$ cat config.mk
export PLATFORM = sky130hd
export DESIGN_NAME = tlb_seq_ctl_flat
export DESIGN_NICKNAME = d
export VERILOG_FILES = /design/src/rtl/tlb_seq_ctl_if.sv /design/src/rtl/tlb_seq_ctl.sv /design/src/flat_wrapper.sv
export SDC_FILE = /design/constraint.sdc
export NUM_CORES = 1
export LEC_CHECK = 0
export CAP_MARGIN = 10
export CORE_MARGIN = 3
export CORE_UTILIZATION = 55
export DETAILED_ROUTE_END_ITERATION = 16
export PLACE_DENSITY = 0.74
export SLEW_MARGIN = 20
export SYNTH_ARGS = -nofsm -noshare
export SYNTH_HDL_FRONTEND = slang
export SYNTH_SLANG_ARGS = --single-unit
$ cat constraint.sdc
create_clock -name b_clk_l -period 3.3 [get_ports b_clk_l]
set_clock_uncertainty 0.1 [all_clocks]
set_input_delay 0.66 -clock b_clk_l [delete_from_list [all_inputs] [get_ports b_clk_l]]
set_output_delay 0.66 -clock b_clk_l [all_outputs]
set_load 0.03 [all_outputs]
$ cat src/rtl/tlb_seq_ctl_if.sv
// ---------------------------------------------------------------------------
// tlb_seq_ctl_if
//   Command/response and slice-facing bus of the 2-way translation buffer
//   sequencer.
//
//   Handshake: a command transfers on a rising b_clk_l edge where
//   cmd_valid_h=1 and busy_h=0. The requester holds cmd_h/va_h stable until
//   that edge. cmd_valid_h offered while busy_h=1 is ignored, not queued.
//   rsp_valid_h is a one-cycle pulse with no back-pressure. The other rsp_*
//   fields hold their last values.
//
//   Signals
//     cmd_valid_h, cmd_h[1:0], va_h[TAG_W+IDX_W-1:0]   requester -> sequencer
//     hit_h[1:0], tag_perr_h[1:0]                      slices    -> sequencer
//     busy_h, rsp_valid_h, rsp_hit_h, rsp_grp_h, rsp_perr_h
//                                                      sequencer -> requester
//     index_h, tag_h, valid_h, tag_par_h, write_h[1:0] sequencer -> slices
// ---------------------------------------------------------------------------
interface tlb_seq_ctl_if #(
  parameter int IDX_W = 8,
  parameter int TAG_W = 15
);
  logic                   cmd_valid_h;
  logic [1:0]             cmd_h;
  logic [TAG_W+IDX_W-1:0] va_h;
  logic [1:0]             hit_h;
  logic [1:0]             tag_perr_h;

  logic                   busy_h;
  logic [IDX_W-1:0]       index_h;
  logic [TAG_W-1:0]       tag_h;
  logic                   valid_h;
  logic                   tag_par_h;
  logic [1:0]             write_h;
  logic                   rsp_valid_h;
  logic                   rsp_hit_h;
  logic                   rsp_grp_h;
  logic                   rsp_perr_h;

  // Requester / slice side (drives commands and hit information).
  modport master (
    output cmd_valid_h, cmd_h, va_h, hit_h, tag_perr_h,
    input  busy_h, index_h, tag_h, valid_h, tag_par_h, write_h,
    input  rsp_valid_h, rsp_hit_h, rsp_grp_h, rsp_perr_h
  );

  // Sequencer side.
  modport slave (
    input  cmd_valid_h, cmd_h, va_h, hit_h, tag_perr_h,
    output busy_h, index_h, tag_h, valid_h, tag_par_h, write_h,
    output rsp_valid_h, rsp_hit_h, rsp_grp_h, rsp_perr_h
  );
endinterface

$ cat src/rtl/tlb_seq_ctl.sv
// ---------------------------------------------------------------------------
// tlb_seq_ctl
//   Sequencer for a 2-way translation buffer made of two slices (group 0/1).
//   It runs PROBE, FILL, TBIS (single invalidate) and TBIA (invalidate all)
//   commands. It drives the shared index/tag/valid/tag-parity buses and the
//   per-group write strobes, and keeps one replacement bit per set.
//
//   Ports
//     b_clk_l    in   bus clock, rising-edge registers
//     reset_l    in   asynchronous active-low reset
//     bus        slave modport of tlb_seq_ctl_if (commands, slice bus, rsp)
//     dbg_state  out  current FSM state encoding
//
//   All outputs are registered. The write strobe is asserted for exactly one
//   full cycle. Index, tag, valid and parity are stable for that whole cycle.
// ---------------------------------------------------------------------------
module tlb_seq_ctl #(
  parameter int SETS  = 256,
  parameter int TAG_W = 15
) (
  input  logic                b_clk_l,
  input  logic                reset_l,
  tlb_seq_ctl_if.slave        bus,
  output logic [2:0]          dbg_state
);
  localparam int IDX_W = $clog2(SETS);

  localparam logic [1:0] CMD_PROBE = 2'b00;
  localparam logic [1:0] CMD_FILL  = 2'b01;
  localparam logic [1:0] CMD_TBIS  = 2'b10;
  localparam logic [1:0] CMD_TBIA  = 2'b11;

  // INIT is a single arming cycle after reset. The set-clearing walk itself
  // runs in WALK for both INIT and TBIA. walk_rsp_q tells them apart.
  typedef enum logic [2:0] {
    S_INIT, S_WALK, S_IDLE, S_PRB, S_FPRB, S_FWR, S_SPRB, S_SWR
  } state_t;

  state_t             state_q, state_d;
  logic [IDX_W-1:0]   index_q, index_d;
  logic [TAG_W-1:0]   tag_q, tag_d;
  logic               valid_q, valid_d;
  logic               par_q;
  logic [1:0]         write_q, write_d;
  logic               busy_q, busy_d;
  logic               rsp_valid_q, rsp_valid_d;
  logic               rsp_hit_q, rsp_hit_d;
  logic               rsp_grp_q, rsp_grp_d;
  logic               rsp_perr_q, rsp_perr_d;
  logic               walk_rsp_q, walk_rsp_d;
  logic               tgt_q, tgt_d;
  logic               perr_q, perr_d;
  logic [SETS-1:0]    repl_q;
  logic               repl_we;
  logic               repl_wbit;

  // Probe qualification from the slices' combinational hit information.
  logic [1:0] clean;
  logic       multi;
  logic       perr_any;
  logic       single;
  logic       fill_tgt;

  assign clean    = bus.hit_h & ~bus.tag_perr_h;
  assign multi    = &bus.hit_h;
  assign perr_any = (|bus.tag_perr_h) | multi;
  assign single   = (^clean) & ~multi;

  // Fill target: the clean hit, else scrub the lowest parity-bad way,
  // else the way the replacement bit names.
  always_comb begin
    fill_tgt = repl_q[index_q];
    if (single)
      fill_tgt = clean[1];
    else if (|bus.tag_perr_h)
      fill_tgt = ~bus.tag_perr_h[0];
  end

  always_ff @(posedge b_clk_l or negedge reset_l) begin
    if (!reset_l) state_q <= S_INIT;
    else          state_q <= state_d;
  end

  always_comb begin
    state_d     = state_q;
    index_d     = index_q;
    tag_d       = tag_q;
    valid_d     = valid_q;
    write_d     = 2'b00;
    busy_d      = busy_q;
    rsp_valid_d = 1'b0;
    rsp_hit_d   = rsp_hit_q;
    rsp_grp_d   = rsp_grp_q;
    rsp_perr_d  = rsp_perr_q;
    walk_rsp_d  = walk_rsp_q;
    tgt_d       = tgt_q;
    perr_d      = perr_q;
    repl_we     = 1'b0;
    repl_wbit   = 1'b0;

    case (state_q)
      S_INIT: begin
        state_d    = S_WALK;
        index_d    = '0;
        tag_d      = '0;
        valid_d    = 1'b0;
        write_d    = 2'b11;
        busy_d     = 1'b1;
        walk_rsp_d = 1'b0;
      end

      S_WALK: begin
        repl_we   = 1'b1;
        repl_wbit = 1'b0;
        if (index_q == IDX_W'(SETS - 1)) begin
          state_d     = S_IDLE;
          busy_d      = 1'b0;
          rsp_valid_d = walk_rsp_q;
        end else begin
          index_d = index_q + IDX_W'(1);
          write_d = 2'b11;
        end
      end

      S_IDLE: begin
        if (bus.cmd_valid_h) begin
          busy_d  = 1'b1;
          index_d = bus.va_h[IDX_W-1:0];
          tag_d   = bus.va_h[TAG_W+IDX_W-1:IDX_W];
          valid_d = (bus.cmd_h == CMD_FILL);
          case (bus.cmd_h)
            CMD_PROBE: state_d = S_PRB;
            CMD_FILL:  state_d = S_FPRB;
            CMD_TBIS:  state_d = S_SPRB;
            CMD_TBIA: begin
              state_d    = S_WALK;
              index_d    = '0;
              tag_d      = '0;
              write_d    = 2'b11;
              walk_rsp_d = 1'b1;
            end
            default:   state_d = S_IDLE;
          endcase
        end
      end

      S_PRB: begin
        state_d     = S_IDLE;
        busy_d      = 1'b0;
        rsp_valid_d = 1'b1;
        rsp_hit_d   = single;
        rsp_grp_d   = clean[1];
        rsp_perr_d  = perr_any;
        // A clean single hit makes the other way the next victim.
        if (single) begin
          repl_we   = 1'b1;
          repl_wbit = ~clean[1];
        end
      end

      S_FPRB: begin
        state_d = S_FWR;
        tgt_d   = fill_tgt;
        perr_d  = perr_any;
        write_d = fill_tgt ? 2'b10 : 2'b01;
      end

      S_FWR: begin
        state_d     = S_IDLE;
        busy_d      = 1'b0;
        rsp_valid_d = 1'b1;
        rsp_grp_d   = tgt_q;
        rsp_perr_d  = perr_q;
        repl_we     = 1'b1;
        repl_wbit   = ~tgt_q;
      end

      S_SPRB: begin
        if (|bus.hit_h) begin
          // On a multi-hit both ways are invalidated together.
          state_d = S_SWR;
          write_d = bus.hit_h;
        end else begin
          state_d     = S_IDLE;
          busy_d      = 1'b0;
          rsp_valid_d = 1'b1;
        end
      end

      S_SWR: begin
        state_d     = S_IDLE;
        busy_d      = 1'b0;
        rsp_valid_d = 1'b1;
      end

      default: begin
        state_d = S_INIT;
        busy_d  = 1'b1;
      end
    endcase
  end

  always_ff @(posedge b_clk_l or negedge reset_l) begin
    if (!reset_l) begin
      index_q     <= '0;
      tag_q       <= '0;
      valid_q     <= 1'b0;
      par_q       <= 1'b0;
      write_q     <= 2'b00;
      busy_q      <= 1'b1;
      rsp_valid_q <= 1'b0;
      rsp_hit_q   <= 1'b0;
      rsp_grp_q   <= 1'b0;
      rsp_perr_q  <= 1'b0;
      walk_rsp_q  <= 1'b0;
      tgt_q       <= 1'b0;
      perr_q      <= 1'b0;
      repl_q      <= '0;
    end else begin
      index_q     <= index_d;
      tag_q       <= tag_d;
      valid_q     <= valid_d;
      // Odd parity over {par, valid, tag}, registered alongside the tag.
      par_q       <= ~^{valid_d, tag_d};
      write_q     <= write_d;
      busy_q      <= busy_d;
      rsp_valid_q <= rsp_valid_d;
      rsp_hit_q   <= rsp_hit_d;
      rsp_grp_q   <= rsp_grp_d;
      rsp_perr_q  <= rsp_perr_d;
      walk_rsp_q  <= walk_rsp_d;
      tgt_q       <= tgt_d;
      perr_q      <= perr_d;
      if (repl_we)
        repl_q[index_q] <= repl_wbit;
    end
  end

  assign bus.busy_h      = busy_q;
  assign bus.index_h     = index_q;
  assign bus.tag_h       = tag_q;
  assign bus.valid_h     = valid_q;
  assign bus.tag_par_h   = par_q;
  assign bus.write_h     = write_q;
  assign bus.rsp_valid_h = rsp_valid_q;
  assign bus.rsp_hit_h   = rsp_hit_q;
  assign bus.rsp_grp_h   = rsp_grp_q;
  assign bus.rsp_perr_h  = rsp_perr_q;
  assign dbg_state       = state_q;
endmodule

$ cat src/flat_wrapper.sv
// flat-port wrapper written by rule: the top's interface ports become plain ports
module tlb_seq_ctl_flat 
#(
  parameter int SETS  = 256,
  parameter int TAG_W = 15
)
  (b_clk_l, reset_l, dbg_state, bus_cmd_valid_h, bus_cmd_h, bus_va_h, bus_hit_h, bus_tag_perr_h, bus_busy_h, bus_index_h, bus_tag_h, bus_valid_h, bus_tag_par_h, bus_write_h, bus_rsp_valid_h, bus_rsp_hit_h, bus_rsp_grp_h, bus_rsp_perr_h);
  tlb_seq_ctl_if #(.TAG_W(TAG_W)) bus_i ();
  input  logic b_clk_l;
  input  logic reset_l;
  output logic [2:0] dbg_state;
  input wire logic [$bits(bus_i.cmd_valid_h)-1:0] bus_cmd_valid_h;
  input wire logic [$bits(bus_i.cmd_h)-1:0] bus_cmd_h;
  input wire logic [$bits(bus_i.va_h)-1:0] bus_va_h;
  input wire logic [$bits(bus_i.hit_h)-1:0] bus_hit_h;
  input wire logic [$bits(bus_i.tag_perr_h)-1:0] bus_tag_perr_h;
  output wire logic [$bits(bus_i.busy_h)-1:0] bus_busy_h;
  output wire logic [$bits(bus_i.index_h)-1:0] bus_index_h;
  output wire logic [$bits(bus_i.tag_h)-1:0] bus_tag_h;
  output wire logic [$bits(bus_i.valid_h)-1:0] bus_valid_h;
  output wire logic [$bits(bus_i.tag_par_h)-1:0] bus_tag_par_h;
  output wire logic [$bits(bus_i.write_h)-1:0] bus_write_h;
  output wire logic [$bits(bus_i.rsp_valid_h)-1:0] bus_rsp_valid_h;
  output wire logic [$bits(bus_i.rsp_hit_h)-1:0] bus_rsp_hit_h;
  output wire logic [$bits(bus_i.rsp_grp_h)-1:0] bus_rsp_grp_h;
  output wire logic [$bits(bus_i.rsp_perr_h)-1:0] bus_rsp_perr_h;
  assign bus_i.cmd_valid_h = bus_cmd_valid_h;
  assign bus_i.cmd_h = bus_cmd_h;
  assign bus_i.va_h = bus_va_h;
  assign bus_i.hit_h = bus_hit_h;
  assign bus_i.tag_perr_h = bus_tag_perr_h;
  assign bus_busy_h = bus_i.busy_h;
  assign bus_index_h = bus_i.index_h;
  assign bus_tag_h = bus_i.tag_h;
  assign bus_valid_h = bus_i.valid_h;
  assign bus_tag_par_h = bus_i.tag_par_h;
  assign bus_write_h = bus_i.write_h;
  assign bus_rsp_valid_h = bus_i.rsp_valid_h;
  assign bus_rsp_hit_h = bus_i.rsp_hit_h;
  assign bus_rsp_grp_h = bus_i.rsp_grp_h;
  assign bus_rsp_perr_h = bus_i.rsp_perr_h;
  tlb_seq_ctl #(.SETS(SETS), .TAG_W(TAG_W)) u_core (.b_clk_l(b_clk_l), .reset_l(reset_l), .bus(bus_i), .dbg_state(dbg_state));
endmodule
==> results.md <==
- Post-synthesis xor/xnor area fraction: 0.008141
- H-tree levels: 1
- Req. time, crit path: 2540 ps
- CTS Buffer Depth: 3
- Sequential Power Share: 0.433
- Seq/Total Area, Yosys: 0.4936
- Combinational power share: 0.171
- Main combinational cell family by area after synthesis: compound AO/OA/AOI/OAI gates
- Post-Synth Adder-Cell Area: 0.006714
- I/O Buffers: 66
- Final Max Slew Viols: 0
- Multiplexer area fraction after synthesis: 0.09501
- Leak Pwr: 7.014 nW
- Yosys warnings: 0
- Total track usage: 0.2691
- Routed Antenna Nets: 0
- Clock power frac: 0.397
- Status: complete, but fails checks
- Antenna violations before repair: 0
- Hold Buf Count CTS: 0
- Setup crit start kind: flip-flop
- Syn Nets: 1,452
- P&R area growth vs syn: 13.51%
- Mapped Avg Cell Area: 10.56 um2
- TritonCTS Buffers: 31
- Post-Syn Area: 14,910 um2
- Crit path time final: 3054 ps
- CP Max Fanout: 21
- Post-synth EDFFs: 0
- Clk Latency, worst-skew pair: 560 ps
- Core area: 26,350 um2
- Max_cap viols: 0
- Drt pass-1 iters: 6
- RSZ-0062 raised after global routing: no
- Post-CTS sizing: 0
- Die area: 29,120 um2
- Slew HR: 0.2751
- Post-synthesis compound-gate area fraction: 0.2750
- Overall power: 8.725 mW
- Number of clock sinks: 294
- Worst path top cell family by delay: flip-flops
- Final hold viol count: 2
- Min Hold Slack: -16.08 ps
- Vias in the first global route: 11.51k
- CP arrival: 2290 ps
- CP Cell Sequence: clkdlybuf4s50_1
- DP Wirelength: 24,330 um
- Ys async rst share: 1.000
- Sw power: 2.627 mW
- Final WL: 39,200 um
- First-pass GRT wire length: 63,220 um
- CTS tree: built
- DR vias: 11.90k
- Critical path class: flip-flop to output port
- Setup Viol. Count Final: 0
- WL/cell: 22.08 um
- FF+latch count, synth: 294
- Share of cells above drive strength 1: 0.1250
- NumNets Final: 1,456
- CP Capture Type: output port
- P per Cell Area: 515.6 nW/um2
- Starting Density: 0.5657
- Root buf cell: clkbuf_16
- Clock-pin slew on the worst setup and hold paths: 60 ps
- Gr ovfl total: 0
- Setup TNS Final: 0 ps
- Post-synthesis simple-gate area fraction: 0.06404
- Fin cells: 1,775
- Post-CTS Repair Setup Buffers: 0
- Number of diodes: 0
- Int Pwr: 6.097 mW
- DR iter-0 viols: 1,338
- Failing checks: hold timing
- CP peak stage delay: 900 ps
- Ys flop type: dfrtp_1
- Syn Inst Count: 1,412
- Worst min-delay path category: primary input to asynchronous set/reset pin
- Largest net degree at the start of global routing: 201
- # rows: 59
- IO Pins: 67
- Switching share of power: 0.3011
- # placed instances: 1,718
- Fmax: 0.3275 GHz
- Routability cong.: 0.8729
- CP max-delay cell: dfrtp_1
- Post-synth cell types: 66
- Worst Tran Pin Value: 1087 ps
- CP Buf/Inv Count: 1
- Die W: 170.6 um
- Peak supply drop: 0.4202 mV
- Fin crit share: 0.9253
- Via density: 6.705
- Die Span Y: 170.6 um
- Drt drc: 0
## worst reg2reg max path: stages (launching register included)
cell	delay, ps
dfrtp_4	660
buf_4	290
mux4_2	540
mux2i_1	220
nor3_1	70
a211oi_1	240
or4_1	210
nand4_1	240
a22o_1	270
## flip-flops by register name (all words and copies together), names as in the netlist, 2 cells and up
name / flops
u_core.repl_q: 256
u_core.bus.write_h: 2
u_core.bus.index_h: 8
u_core.dbg_state: 3
u_core.bus.tag_h: 15
## power groups by stage
stage / clock network [mW] / registers, mW / logic (mW)
final: 3.46 / 3.77 / 1.49
after global routing: 3.68 / 3.77 / 1.60
after CTS: 3.50 / 3.76 / 1.46
after detailed placement: 0 / 3.82 / 1.46
after global placement: 0 / 3.83 / 1.45
after floorplan: 0 / 3.78 / 0.858
## metrics by stage
step	cell area, um2	setup WS, ps	utilization
floorplan	14910	657.3	-
global placement	15910	106.1	0.6037
detailed placement	15910	75.61	0.6037
CTS	16920	271.2	0.6421
global route	16920	238.9	0.6421
finish	16920	246.4	0.6421
## kinds of logic after synthesis
| kind of cell | Yosys count |
|---|---|
| buffers and inverters | 189 |
| AOI/OAI and AO/OA | 643 |
| DFF | 294 |
| xor gates and xnor gates | 13 |
| adders and majority gates | 8 |
| and+or+nand+nor | 189 |
| muxes | 76 |
## layout make-up
type | instances | area, um2
Clock buffer | 54 | 972.2
Clock inverter | 3 | 40.04
Fill cell | 2038 | 9432
Inverter | 15 | 56.30
Multi-Input combinational cell | 929 | 6700
Sequential cell | 294 | 7363
Tap cell | 335 | 419.2
Timing Repair Buffer | 145 | 1371
## worst paths after layout
check	startpoint	endpoint	slack, ps	depth (start not counted)
worst max-delay path	u_core.bus.index_h[4]	bus_index_h[4]	250	1
worst min-delay path	reset_l	u_core.repl_q[209]	-20	1
worst max register to register	u_core.bus.index_h[1]	u_core.tgt_q	340	8
worst min register to register	u_core.repl_q[236]	u_core.repl_q[236]	390	2
max in group asynchronous	reset_l	u_core.repl_q[37]	2120	2
min in group b_clk_l	u_core.repl_q[236]	u_core.repl_q[236]	390	2
## routing by layer
layer | wire length [um] | global-route usage | vias to the layer above | part of all wire
li1 | - | - | 5421 | -
met3 | 3167 | 0.04575 | 95 | 0.081
met5 | 0 | 0 | - | 0
met4 | 1225 | 0.09030 | 0 | 0.031
met1 | 17100 | 0.3924 | 5883 | 0.44
met2 | 17700 | 0.4141 | 502 | 0.45
## cells in the final DEF, fill, tap and decap left out, drive strengths merged, types with 8 or more instances in the layout
| cell type | Yosys | layout |
|---|---|---|
| a211oi | 9 | 9 |
| a21oi | 22 | 22 |
| a22o | 16 | 16 |
| a22oi | 16 | 16 |
| a31oi | 8 | 8 |
| buf | 42 | 80 |
| clkbuf | 132 | 54 |
| clkdlybuf4s50 | 0 | 65 |
| dfrtp | 293 | 293 |
| ha | 8 | 8 |
| inv | 14 | 14 |
| mux2i | 23 | 23 |
| mux4 | 50 | 50 |
| nand2 | 55 | 55 |
| nand3 | 33 | 33 |
| nor2 | 35 | 35 |
| nor2b | 22 | 22 |
| o21ai | 281 | 281 |
| o31ai | 257 | 257 |
| xnor2 | 11 | 11 |
## cell usage after synthesis, types with 3 or more instances
master	count	area (um2)
a211oi_1	9	67.56
a21oi_1	22	110.1
a221oi_1	3	26.28
a22o_1	16	140.1
a22oi_1	16	120.1
a311oi_1	3	26.28
a31oi_1	8	50.05
and2_1	4	25.02
buf_1	6	22.52
buf_2	20	100.1
buf_4	4	30.03
buf_6	10	112.6
clkbuf_1	132	495.5
dfrtp_1	293	7332
ha_1	8	100.1
inv_1	12	45.04
mux2_2	3	33.78
mux2i_1	23	230.2
mux4_1	7	183.9
mux4_2	43	968.4
nand2_1	55	206.5
nand2b_1	5	31.28
nand3_1	33	165.2
nand4_1	7	43.79
nor2_1	34	127.6
nor2b_1	22	137.6
nor3_1	7	35.03
o21ai_0	240	1201
o21ai_1	41	205.2
o22ai_1	5	31.28
o31ai_1	257	1929
or3_1	3	18.77
xnor2_1	10	87.58
Note: power is estimated with default switching activity, not from simulation.
